## config.mk

```make
export PLATFORM = sky130hd
export DESIGN_NAME = macc_seq
export DESIGN_NICKNAME = d
export VERILOG_FILES = /design/src/rtl/macc_seq.sv
export SDC_FILE = /design/constraint.sdc
export NUM_CORES = 1
export LEC_CHECK = 0
export ABC_AREA = 1
export CAP_MARGIN = 20
export CORE_UTILIZATION = 30
export CTS_CLUSTER_SIZE = 24
export DETAILED_ROUTE_END_ITERATION = 7
export GPL_TIMING_DRIVEN = 0
export PLACE_DENSITY = 0.57
export SYNTH_ARGS = -nofsm -noshare
export SYNTH_HDL_FRONTEND = slang
export SYNTH_SLANG_ARGS = --single-unit
```

## constraint.sdc

```tcl
create_clock -name clk -period 6.4 [get_ports clk]
set_input_delay 1.28 -clock clk [delete_from_list [all_inputs] [get_ports clk]]
set_output_delay 1.28 -clock clk [all_outputs]
set_load 0.02 [all_outputs]
```

## src/rtl/macc_seq.sv

```systemverilog
// macc_seq: sequential signed 8x8 multiply-accumulate (dot-product) engine.
// A job of `len` operand pairs goes through a shared external multiplier with
// a fixed latency of MUL_LAT edges. Each pair is presented on mul_x/mul_y and
// held there, and the product is added to a signed accumulator once it has
// settled. The final sum is then offered on a valid/ready result port.
//
// Ports:
//   clk, rst_n        clock, asynchronous active-low reset
//   start, len        job start (sampled in IDLE) and pair count (0..255)
//   abort             synchronous job cancel (ignored in IDLE)
//   in_valid/in_ready operand pair handshake; in_x, in_y signed operands
//   mul_x, mul_y      registered operands to the shared multiplier
//   mul_p             signed 15-bit product returned by the multiplier
//   out_valid/ready   result handshake; out_acc signed dot product
//   busy              high whenever the engine is not IDLE
module macc_seq #(
  parameter int MUL_LAT = 8,
  parameter int ACC_W   = 24
) (
  input  logic             clk,
  input  logic             rst_n,
  input  logic             start,
  input  logic [7:0]       len,
  input  logic             abort,
  input  logic             in_valid,
  output logic             in_ready,
  input  logic [7:0]       in_x,
  input  logic [7:0]       in_y,
  output logic [7:0]       mul_x,
  output logic [7:0]       mul_y,
  input  logic [14:0]      mul_p,
  output logic             out_valid,
  input  logic             out_ready,
  output logic [ACC_W-1:0] out_acc,
  output logic             busy
);

  localparam int HW = (MUL_LAT < 1) ? 1 : $clog2(MUL_LAT + 1);

  typedef enum logic [1:0] {
    S_IDLE,
    S_FETCH,
    S_HOLD,
    S_RESULT
  } state_t;

  state_t           state_q, state_d;
  logic [ACC_W-1:0] acc_q, acc_d;
  logic [ACC_W-1:0] oacc_q, oacc_d;
  logic [7:0]       rem_q, rem_d;
  logic [HW-1:0]    hold_q, hold_d;
  logic [7:0]       mx_q, mx_d;
  logic [7:0]       my_q, my_d;

  logic [ACC_W-1:0] prod_ext;
  logic [ACC_W-1:0] acc_sum;

  // (-128)*(-128) = +16384 is one past the largest 15-bit signed value, so
  // the multiplier cannot return it; substitute the true product here.
  always_comb begin
    if (mx_q == 8'h80 && my_q == 8'h80) begin
      prod_ext = ACC_W'(16384);
    end else begin
      prod_ext = {{(ACC_W-15){mul_p[14]}}, mul_p};
    end
    acc_sum = acc_q + prod_ext;
  end

  always_comb begin
    state_d = state_q;
    acc_d   = acc_q;
    oacc_d  = oacc_q;
    rem_d   = rem_q;
    hold_d  = hold_q;
    mx_d    = mx_q;
    my_d    = my_q;

    case (state_q)
      S_IDLE: begin
        // abort in the same cycle suppresses the start entirely
        if (start && !abort) begin
          acc_d = '0;
          if (len == 8'd0) begin
            oacc_d  = '0;
            state_d = S_RESULT;
          end else begin
            rem_d   = len;
            state_d = S_FETCH;
          end
        end
      end

      S_FETCH: begin
        if (abort) begin
          state_d = S_IDLE;
        end else if (in_valid) begin
          mx_d    = in_x;
          my_d    = in_y;
          hold_d  = HW'(MUL_LAT);
          state_d = S_HOLD;
        end
      end

      S_HOLD: begin
        // hold_q counts down MUL_LAT edges; the edge that sees zero is the
        // (MUL_LAT+1)-th after the operand load and samples the product.
        if (abort) begin
          hold_d  = '0;
          state_d = S_IDLE;
        end else if (hold_q == '0) begin
          acc_d = acc_sum;
          rem_d = rem_q - 8'd1;
          if (rem_q != 8'd1) begin
            state_d = S_FETCH;
          end else begin
            oacc_d  = acc_sum;
            state_d = S_RESULT;
          end
        end else begin
          hold_d = hold_q - HW'(1);
        end
      end

      S_RESULT: begin
        if (abort || out_ready) begin
          state_d = S_IDLE;
        end
      end

      default: state_d = S_IDLE;
    endcase
  end

  always_ff @(posedge clk or negedge rst_n) begin
    if (!rst_n) begin
      state_q <= S_IDLE;
      acc_q   <= '0;
      oacc_q  <= '0;
      rem_q   <= '0;
      hold_q  <= '0;
      mx_q    <= '0;
      my_q    <= '0;
    end else begin
      state_q <= state_d;
      acc_q   <= acc_d;
      oacc_q  <= oacc_d;
      rem_q   <= rem_d;
      hold_q  <= hold_d;
      mx_q    <= mx_d;
      my_q    <= my_d;
    end
  end

  assign in_ready  = (state_q == S_FETCH);
  assign out_valid = (state_q == S_RESULT);
  assign busy      = (state_q != S_IDLE);
  assign mul_x     = mx_q;
  assign mul_y     = my_q;
  assign out_acc   = oacc_q;

endmodule

```

==> results of run 1 <==
==> sequential cells by signal, summed over array words and instances (netlist names) <==
name	count
hold_q	4
rem_q	8
state_q	2
out_acc	24
mul_x	8
acc_q	24
mul_y	8
==> power by group <==
part | switching [uW] | leakage, uW | internal (uW)
combinational | 897 | 0.00192 | 580
sequential | 135 | 0.00101 | 677
clock | 233 | 0.000153 | 311
==> critical path, cell delays in order <==
cell,delay [ns]
sky130_fd_sc_hd__clkdlybuf4s50_1,0.58
sky130_fd_sc_hd__or2_2,0.37
sky130_fd_sc_hd__ha_1,0.34
sky130_fd_sc_hd__nand2_1,0.12
sky130_fd_sc_hd__nor2_1,0.15
sky130_fd_sc_hd__nand2_1,0.06
sky130_fd_sc_hd__o21ai_0,0.45
sky130_fd_sc_hd__nand3b_4,0.15
sky130_fd_sc_hd__nand2_2,0.10
sky130_fd_sc_hd__a21oi_2,0.05
sky130_fd_sc_hd__o21ai_1,0.21
sky130_fd_sc_hd__o21ai_1,0.09
==> cell type report <==
cell class	count	area [um2]	share of cell area, %
inverters	68	258	4.07
plain buffers	19	129	2.03
clock buffers	9	225	3.55
flip-flops and latches	78	1950	30.8
well taps	216	270	4.26
clock inverters	7	85.1	1.34
repair buffers	88	896	14.1
multi-input cells	457	2520	39.8
==> how the worst max path moves through the flow <==
stage                            endpoint  slack [ns]  depth (start not counted)
CTS                 acc_q[19]$_DFFE_PN0P_        2.68                         12
detailed placement  acc_q[19]$_DFFE_PN0P_        2.29                         12
global route        acc_q[19]$_DFFE_PN0P_        2.38                         12
global placement     rem_q[0]$_DFFE_PN0P_        1.14                          1
floorplan           acc_q[19]$_DFFE_PN0P_        3.33                         11
finish              acc_q[19]$_DFFE_PN0P_        2.66                         12
==> metrics by stage <==
step                      power, uW  std cells
after CTS                      2860        942
after floorplan                1780        622
after global routing           3060        942
after global placement         2270        925
final                          2830        942
after detailed placement       2300        926
==> cell families (layout without fill, tap and decap cells) <==
kind of cell | Yosys count | in the layout | share of synthesized area [%]
mux | 15 | 15 | 3.45
flops | 78 | 78 | 40.2
buf+inv | 87 | 191 | 7.95
compound gates | 132 | 132 | 14.8
simple gates | 285 | 285 | 27.3
fa+ha+maj | 22 | 22 | 5.82
xor+xnor | 3 | 3 | 0.541
==> cells in the final DEF, fill, tap and decap left out, types with 3 or more instances in the layout <==
cell and n:
sky130_fd_sc_hd__a21oi_1 47, sky130_fd_sc_hd__buf_6 4, sky130_fd_sc_hd__clkbuf_1 8, sky130_fd_sc_hd__clkbuf_16 9, sky130_fd_sc_hd__clkdlybuf4s50_1 86, sky130_fd_sc_hd__dfrtp_1 78, sky130_fd_sc_hd__ha_1 21, sky130_fd_sc_hd__inv_1 65
sky130_fd_sc_hd__inv_6 4, sky130_fd_sc_hd__mux2_2 14, sky130_fd_sc_hd__nand2_1 150, sky130_fd_sc_hd__nand2_2 12, sky130_fd_sc_hd__nand2_4 9, sky130_fd_sc_hd__nand3_1 28, sky130_fd_sc_hd__nand3_2 3, sky130_fd_sc_hd__nand4_1 11
sky130_fd_sc_hd__nor2_1 52, sky130_fd_sc_hd__nor2_2 6, sky130_fd_sc_hd__nor3_1 5, sky130_fd_sc_hd__o21ai_0 46, sky130_fd_sc_hd__o21ai_1 17, sky130_fd_sc_hd__o21ai_2 4, sky130_fd_sc_hd__o22ai_1 4
==> per-layer routing <==
metal  GRT usage [%]  vias to the layer above
li1                -                     2250
met1            22.1                     2041
met2            26.9                      123
met3            2.85                       21
met4            7.27                        0
met5               0                        -
==> flow_metrics.env, run 1 <==
export IMPL_post_synth_cell_area_avg_um2=7.81
export IMPL_clock_path_buffers=2
export IMPL_post_synth_most_frequent_cells="sky130_fd_sc_hd__nand2_1, sky130_fd_sc_hd__dfrtp_1, sky130_fd_sc_hd__inv_1"
export IMPL_min_delay_worst_endpoint="out_acc[9]$_DFFE_PN0P_"
export IMPL_run_status="finished clean"
export IMPL_insertion_delay_ns=0.36
export IMPL_critical_path_reg2reg_endpoint="out_acc[18]$_DFFE_PN0P_"
export IMPL_final_number_of_setup_violating_endpoints=0
export IMPL_grt_overflow=0
export IMPL_place_area_um2=6030
export IMPL_fin_hold_ws_ns=0.482
export IMPL_ff2ff_path_depth=20
export IMPL_antenna_found_initial=0
export IMPL_postSynthNetCount=689
export IMPL_grt_first_pass_wirelength_um=21500
export IMPL_most_used_dff_post_synth="sky130_fd_sc_hd__dfrtp_1"
export IMPL_yosys_cell_count_top_type="sky130_fd_sc_hd__nand2_1"
export IMPL_diodes_inserted=0
export IMPL_detailedPlace_worstSlack_ns=2.29
export IMPL_min_from="out_acc[9]$_DFFE_PN0P_"
export IMPL_setup_tns_final_ns=0
export IMPL_routed_wl_um=12800
export IMPL_path_max_fanout=7
export IMPL_first_global_vias=4323
export IMPL_timing_final_crit_share_pct=58.5
export IMPL_area_added_between_synthesis_and_finish_pct=30.4
export IMPL_r2r_start="mul_y[3]$_DFFE_PN0P_"
export IMPL_grt_util_all_layers_pct=16.7
export IMPL_setup_reg_to_reg_worst_slack_ns=2.87
export IMPL_worst_slew_pin_slew_ns=0.701
export IMPL_wire_per_inst_um=13.6
export IMPL_share_of_cells_above_drive_strength_1_pct=11.7
export IMPL_critPathKind="in2reg"
export IMPL_met2_wl_post_dr_um=5830
export IMPL_ys_ff_latch=78
export IMPL_tritoncts="done"
export IMPL_postCtsHoldBufs=0
export IMPL_post_cts_resize_count=0
export IMPL_cts_htree_levels=3
export IMPL_report_final_slew_viol_count=0
export IMPL_remaining_drc_errors=0
export IMPL_via_count=4435
export IMPL_clkTransAtPathRegs_ns=0.07
export IMPL_clock_fmax_mhz=267
export IMPL_seq_area_frac_synth_pct=40.2
export IMPL_synthesis_yosys_warnings=0
export IMPL_drt_met1_wl_um=6020
export IMPL_utilization_pct=40.0
export IMPL_rows=46
export IMPL_required_ns=6.61
export IMPL_synth_edff_count=0
export IMPL_worst_clock_skew_ns=0.0109
export IMPL_max_slew_margin_pct=53.3
export IMPL_synth_largest_area_cell="sky130_fd_sc_hd__dfrtp_1"
export IMPL_pin_count=88
export IMPL_post_route_cell_area_um2=6340
export IMPL_holdPathStages=2
export IMPL_synthArstFlopShare_pct=100
export IMPL_endpoint_kind="flip-flop"
export IMPL_rsz0062_at_grt="false"
export IMPL_launching_instance_or_port_of_the_critical_path="mul_p[14]"
export IMPL_initial_core_utilization_pct=30.7
export IMPL_cts_buffers=9
export IMPL_detail_route_iter0_violations=279
export IMPL_final_worst_setup_slack_ns=2.66
export IMPL_hold_viol=0
export IMPL_design_die_area_um2=16700
export IMPL_met3_length_um=658
export IMPL_gate_count_post_synth=622
export IMPL_synth_cell_types=49
export IMPL_critical_path_startpoint_type="input pin"
export IMPL_timing_hold_worst_class="reg2reg"
export IMPL_layout_min_cycle_time_ns=3.74
export IMPL_vdd_drop_max_v=0.000197
export IMPL_cts_setup_buffers=0
export IMPL_clkSinkCount=78
export IMPL_power_leakage_uw=0.00308
export IMPL_antenna_violating_nets_post_route=0
export IMPL_die_x_um=129
export IMPL_nFillCells=1626
export IMPL_weighted_congestion_reported_at_the_end_of_routability_driven_placement=0.884
export IMPL_chipHeight_um=129
export IMPL_synth_area_um2=4860
export IMPL_final_layout_net_count=788
export IMPL_fp_coreArea_um2=15800
export IMPL_worst_ep_arrival_time_ns=3.95
export IMPL_top_layer_used="met4"
export IMPL_cap_viol_max_count=0
export IMPL_vias_per_cell=4.71
export IMPL_drt_first_pass_iters=5
export IMPL_maximum_number_of_pins_on_one_net_before_global_route_repair=51
export IMPL_pd_cells_nw_per_um2=447
export IMPL_dpl_hpwl_um=9910
export IMPL_synth_top_cell_area_share_pct=40.2
export IMPL_clockRootBuffer="sky130_fd_sc_hd__clkbuf_16"
export IMPL_port_buffers=87
export IMPL_ys_top_cells_by_area="sky130_fd_sc_hd__dfrtp_1, sky130_fd_sc_hd__nand2_1, sky130_fd_sc_hd__ha_1"
Note: power is estimated with default switching activity, not from simulation.
==> inputs of run 2 (changes only) <==
--- a/config.mk
+++ b/config.mk
@@ -11,7 +11,7 @@
 export CTS_CLUSTER_SIZE = 24
 export DETAILED_ROUTE_END_ITERATION = 7
 export GPL_TIMING_DRIVEN = 0
-export PLACE_DENSITY = 0.57
+export PLACE_DENSITY = 0.58
 export SYNTH_ARGS = -nofsm -noshare
 export SYNTH_HDL_FRONTEND = slang
 export SYNTH_SLANG_ARGS = --single-unit
==> constraint.sdc (replaced) <==
create_clock -name clk -period 3.4 [get_ports clk]
set_input_delay 0.68 -clock clk [delete_from_list [all_inputs] [get_ports clk]]
set_output_delay 0.68 -clock clk [all_outputs]
set_load 0.02 [all_outputs]
==> run 2 against run 1 <==
Net effect: setup slack lost 2.4 ns; worst hold slack lost 0.22 ns; critical path type is now reg2reg; sequential share of layout area shrank 0.25 points; clock-buffer cell count grew 1; combinational power grew 86%; non-clock buffer count grew 2; sequential cell count is the same; clock skew is essentially flat; via count shrank 0.61%.
==> flow_metrics.env, run 2 (synthesis gave the netlist of run 1 again) <==
export IMPL_cts_htree_levels=3
export IMPL_critPathKind="reg2reg"
export IMPL_endpoint_kind="flip-flop"
export IMPL_initial_core_utilization_pct=30.7
export IMPL_rows=46
export IMPL_commonest_cells_after_routing_fill_and_taps_aside="sky130_fd_sc_hd__nand2_1, sky130_fd_sc_hd__clkdlybuf4s50_1, sky130_fd_sc_hd__dfrtp_1"
export IMPL_vias_per_cell=4.67
export IMPL_rsz0062_at_grt="false"
export IMPL_worst_slew_pin_slew_ns=0.700
export IMPL_final_number_of_setup_violating_endpoints=0
export IMPL_clockRootBuffer="sky130_fd_sc_hd__clkbuf_16"
export IMPL_critical_path_startpoint_type="flip-flop"
export IMPL_final_worst_setup_slack_ns=0.252
export IMPL_worst_ep_arrival_time_ns=3.35
export IMPL_timing_hold_worst_class="in2async"
export IMPL_chipHeight_um=129
export IMPL_setup_tns_final_ns=0
export IMPL_clkTransAtPathRegs_ns=0.07
export IMPL_post_layout_total_power_uw=5380
export IMPL_worst_clock_skew_ns=0.0107
export IMPL_ff2ff_path_depth=19
export IMPL_detailedPlace_worstSlack_ns=-0.228
export IMPL_design_die_area_um2=16700
export IMPL_most_frequent_standard_cell_in_the_layout_excluding_fill_and_tap_cells="sky130_fd_sc_hd__nand2_1"
export IMPL_clkSinkCount=78
export IMPL_timing_final_crit_share_pct=92.6
export IMPL_cap_viol_max_count=0
export IMPL_detail_route_iter0_violations=225
export IMPL_clock_fmax_mhz=318
export IMPL_run_status="finished clean"
export IMPL_first_global_vias=4203
export IMPL_grt_overflow=0
export IMPL_path_max_fanout=7
export IMPL_maximum_number_of_pins_on_one_net_before_global_route_repair=52
export IMPL_hold_viol=0
export IMPL_routed_wl_um=12700
export IMPL_diodes_inserted=0
export IMPL_antenna_violating_nets_post_route=0
export IMPL_insertion_delay_ns=0.35
export IMPL_weighted_congestion_reported_at_the_end_of_routability_driven_placement=0.815
export IMPL_grt_first_pass_wirelength_um=21100
export IMPL_max_slew_margin_pct=53.4
export IMPL_post_route_cell_area_um2=6390
export IMPL_report_final_slew_viol_count=0
export IMPL_grt_util_all_layers_pct=16.4
export IMPL_tritoncts="done"
export IMPL_cts_buffers=9
export IMPL_pd_cells_nw_per_um2=841
export IMPL_clock_path_buffers=2
export IMPL_final_layout_net_count=790
export IMPL_area_added_between_synthesis_and_finish_pct=31.4
export IMPL_vdd_drop_max_v=0.000374
export IMPL_power_leakage_uw=0.00309
export IMPL_post_layout_nonfiller_instances=944
export IMPL_fp_coreArea_um2=15800
export IMPL_place_area_um2=6030
export IMPL_postCtsHoldBufs=0
export IMPL_place_detailed_instances=926
export IMPL_required_ns=3.60
export IMPL_drt_first_pass_iters=4
export IMPL_pin_count=88
export IMPL_port_buffers=87
export IMPL_dpl_hpwl_um=9690
export IMPL_wire_per_inst_um=13.5
export IMPL_share_of_cells_above_drive_strength_1_pct=12.4
export IMPL_remaining_drc_errors=0
export IMPL_layout_min_cycle_time_ns=3.15
export IMPL_antenna_found_initial=0
export IMPL_via_count=4408
export IMPL_die_x_um=129
-- run 2: where the power goes --
part | switching [uW] | total [uW] | leakage (uW) | internal, uW
sequential | 254 | 1530 | 0.00101 | 1270
combinational | 1670 | 2760 | 0.00192 | 1090
clock | 418 | 1080 | 0.000155 | 667
-- run 2: worst paths after layout --
| check | startpoint | to | slack, ns |
|---|---|---|---|
| setup / recovery | mul_y[5]$_DFFE_PN0P_ | acc_q[17]$_DFFE_PN0P_ | 0.25 |
| hold / removal | rst_n | out_acc[1]$_DFFE_PN0P_ | 0.26 |
| setup reg to reg | mul_y[5]$_DFFE_PN0P_ | acc_q[17]$_DFFE_PN0P_ | 0.25 |
| hold reg to reg | out_acc[23]$_DFFE_PN0P_ | out_acc[23]$_DFFE_PN0P_ | 0.48 |
| max in group asynchronous | rst_n | mul_x[5]$_DFFE_PN0P_ | 2.55 |
| min in group clk | out_acc[23]$_DFFE_PN0P_ | out_acc[23]$_DFFE_PN0P_ | 0.48 |
-- run 2: cell type report --
class	instances	area, um2
well taps	216	270
multi-input cells	457	2530
plain buffers	19	133
fillers	1625	9440
inverters	68	262
clock buffers	10	239
repair buffers	90	911
flip-flops and latches	78	1950
clock inverters	6	92.6
-- run 2: timing repair --
| action | CTS | global route |
|---|---|---|
| endpoints found under the setup margin | 17 | 20 |
| buffers inserted | 0 | 2 |
| gates resized for setup | 3 | 3 |
| endpoints found under the hold margin | 0 | 0 |
-- run 2: per-stage QoR --
| step | hold slack, ns | utilization (%) |
|---|---|---|
| global route | 0.282 | 40.4 |
| finish | 0.261 | 40.4 |
| floorplan | 0.384 | - |
| detailed placement | 0.470 | 38.1 |
| CTS | 0.266 | 40.2 |
| global placement | 0.465 | 37.9 |
-- run 2: critical path, stage by stage, from the launching register on --
cell and delay [ns]:
sky130_fd_sc_hd__dfrtp_1 0.40, sky130_fd_sc_hd__nor2_1 0.13, sky130_fd_sc_hd__nand2_1 0.10, sky130_fd_sc_hd__nor2_4 0.12
sky130_fd_sc_hd__nand2_4 0.12, sky130_fd_sc_hd__clkinvlp_4 0.11, sky130_fd_sc_hd__buf_4 0.11, sky130_fd_sc_hd__nor2_1 0.04
sky130_fd_sc_hd__ha_1 0.32, sky130_fd_sc_hd__nand3_1 0.08, sky130_fd_sc_hd__nand2_1 0.14, sky130_fd_sc_hd__inv_1 0.05
sky130_fd_sc_hd__o21ai_0 0.47, sky130_fd_sc_hd__nand3_1 0.15, sky130_fd_sc_hd__nand2_1 0.15, sky130_fd_sc_hd__nand2_1 0.09
sky130_fd_sc_hd__nand2_2 0.11, sky130_fd_sc_hd__a21oi_1 0.07, sky130_fd_sc_hd__o21ai_1 0.15, sky130_fd_sc_hd__o21ai_0 0.10
-- run 2: metal layers --
metal | vias to the layer above | wire length (um) | GRT usage [%]
met2 | 100 | 5420 | 24.8
met1 | 2034 | 6360 | 23.1
met4 | 0 | 195 | 5.74
li1 | 2259 | - | -
met5 | - | 0 | 0
met3 | 15 | 767 | 3.30
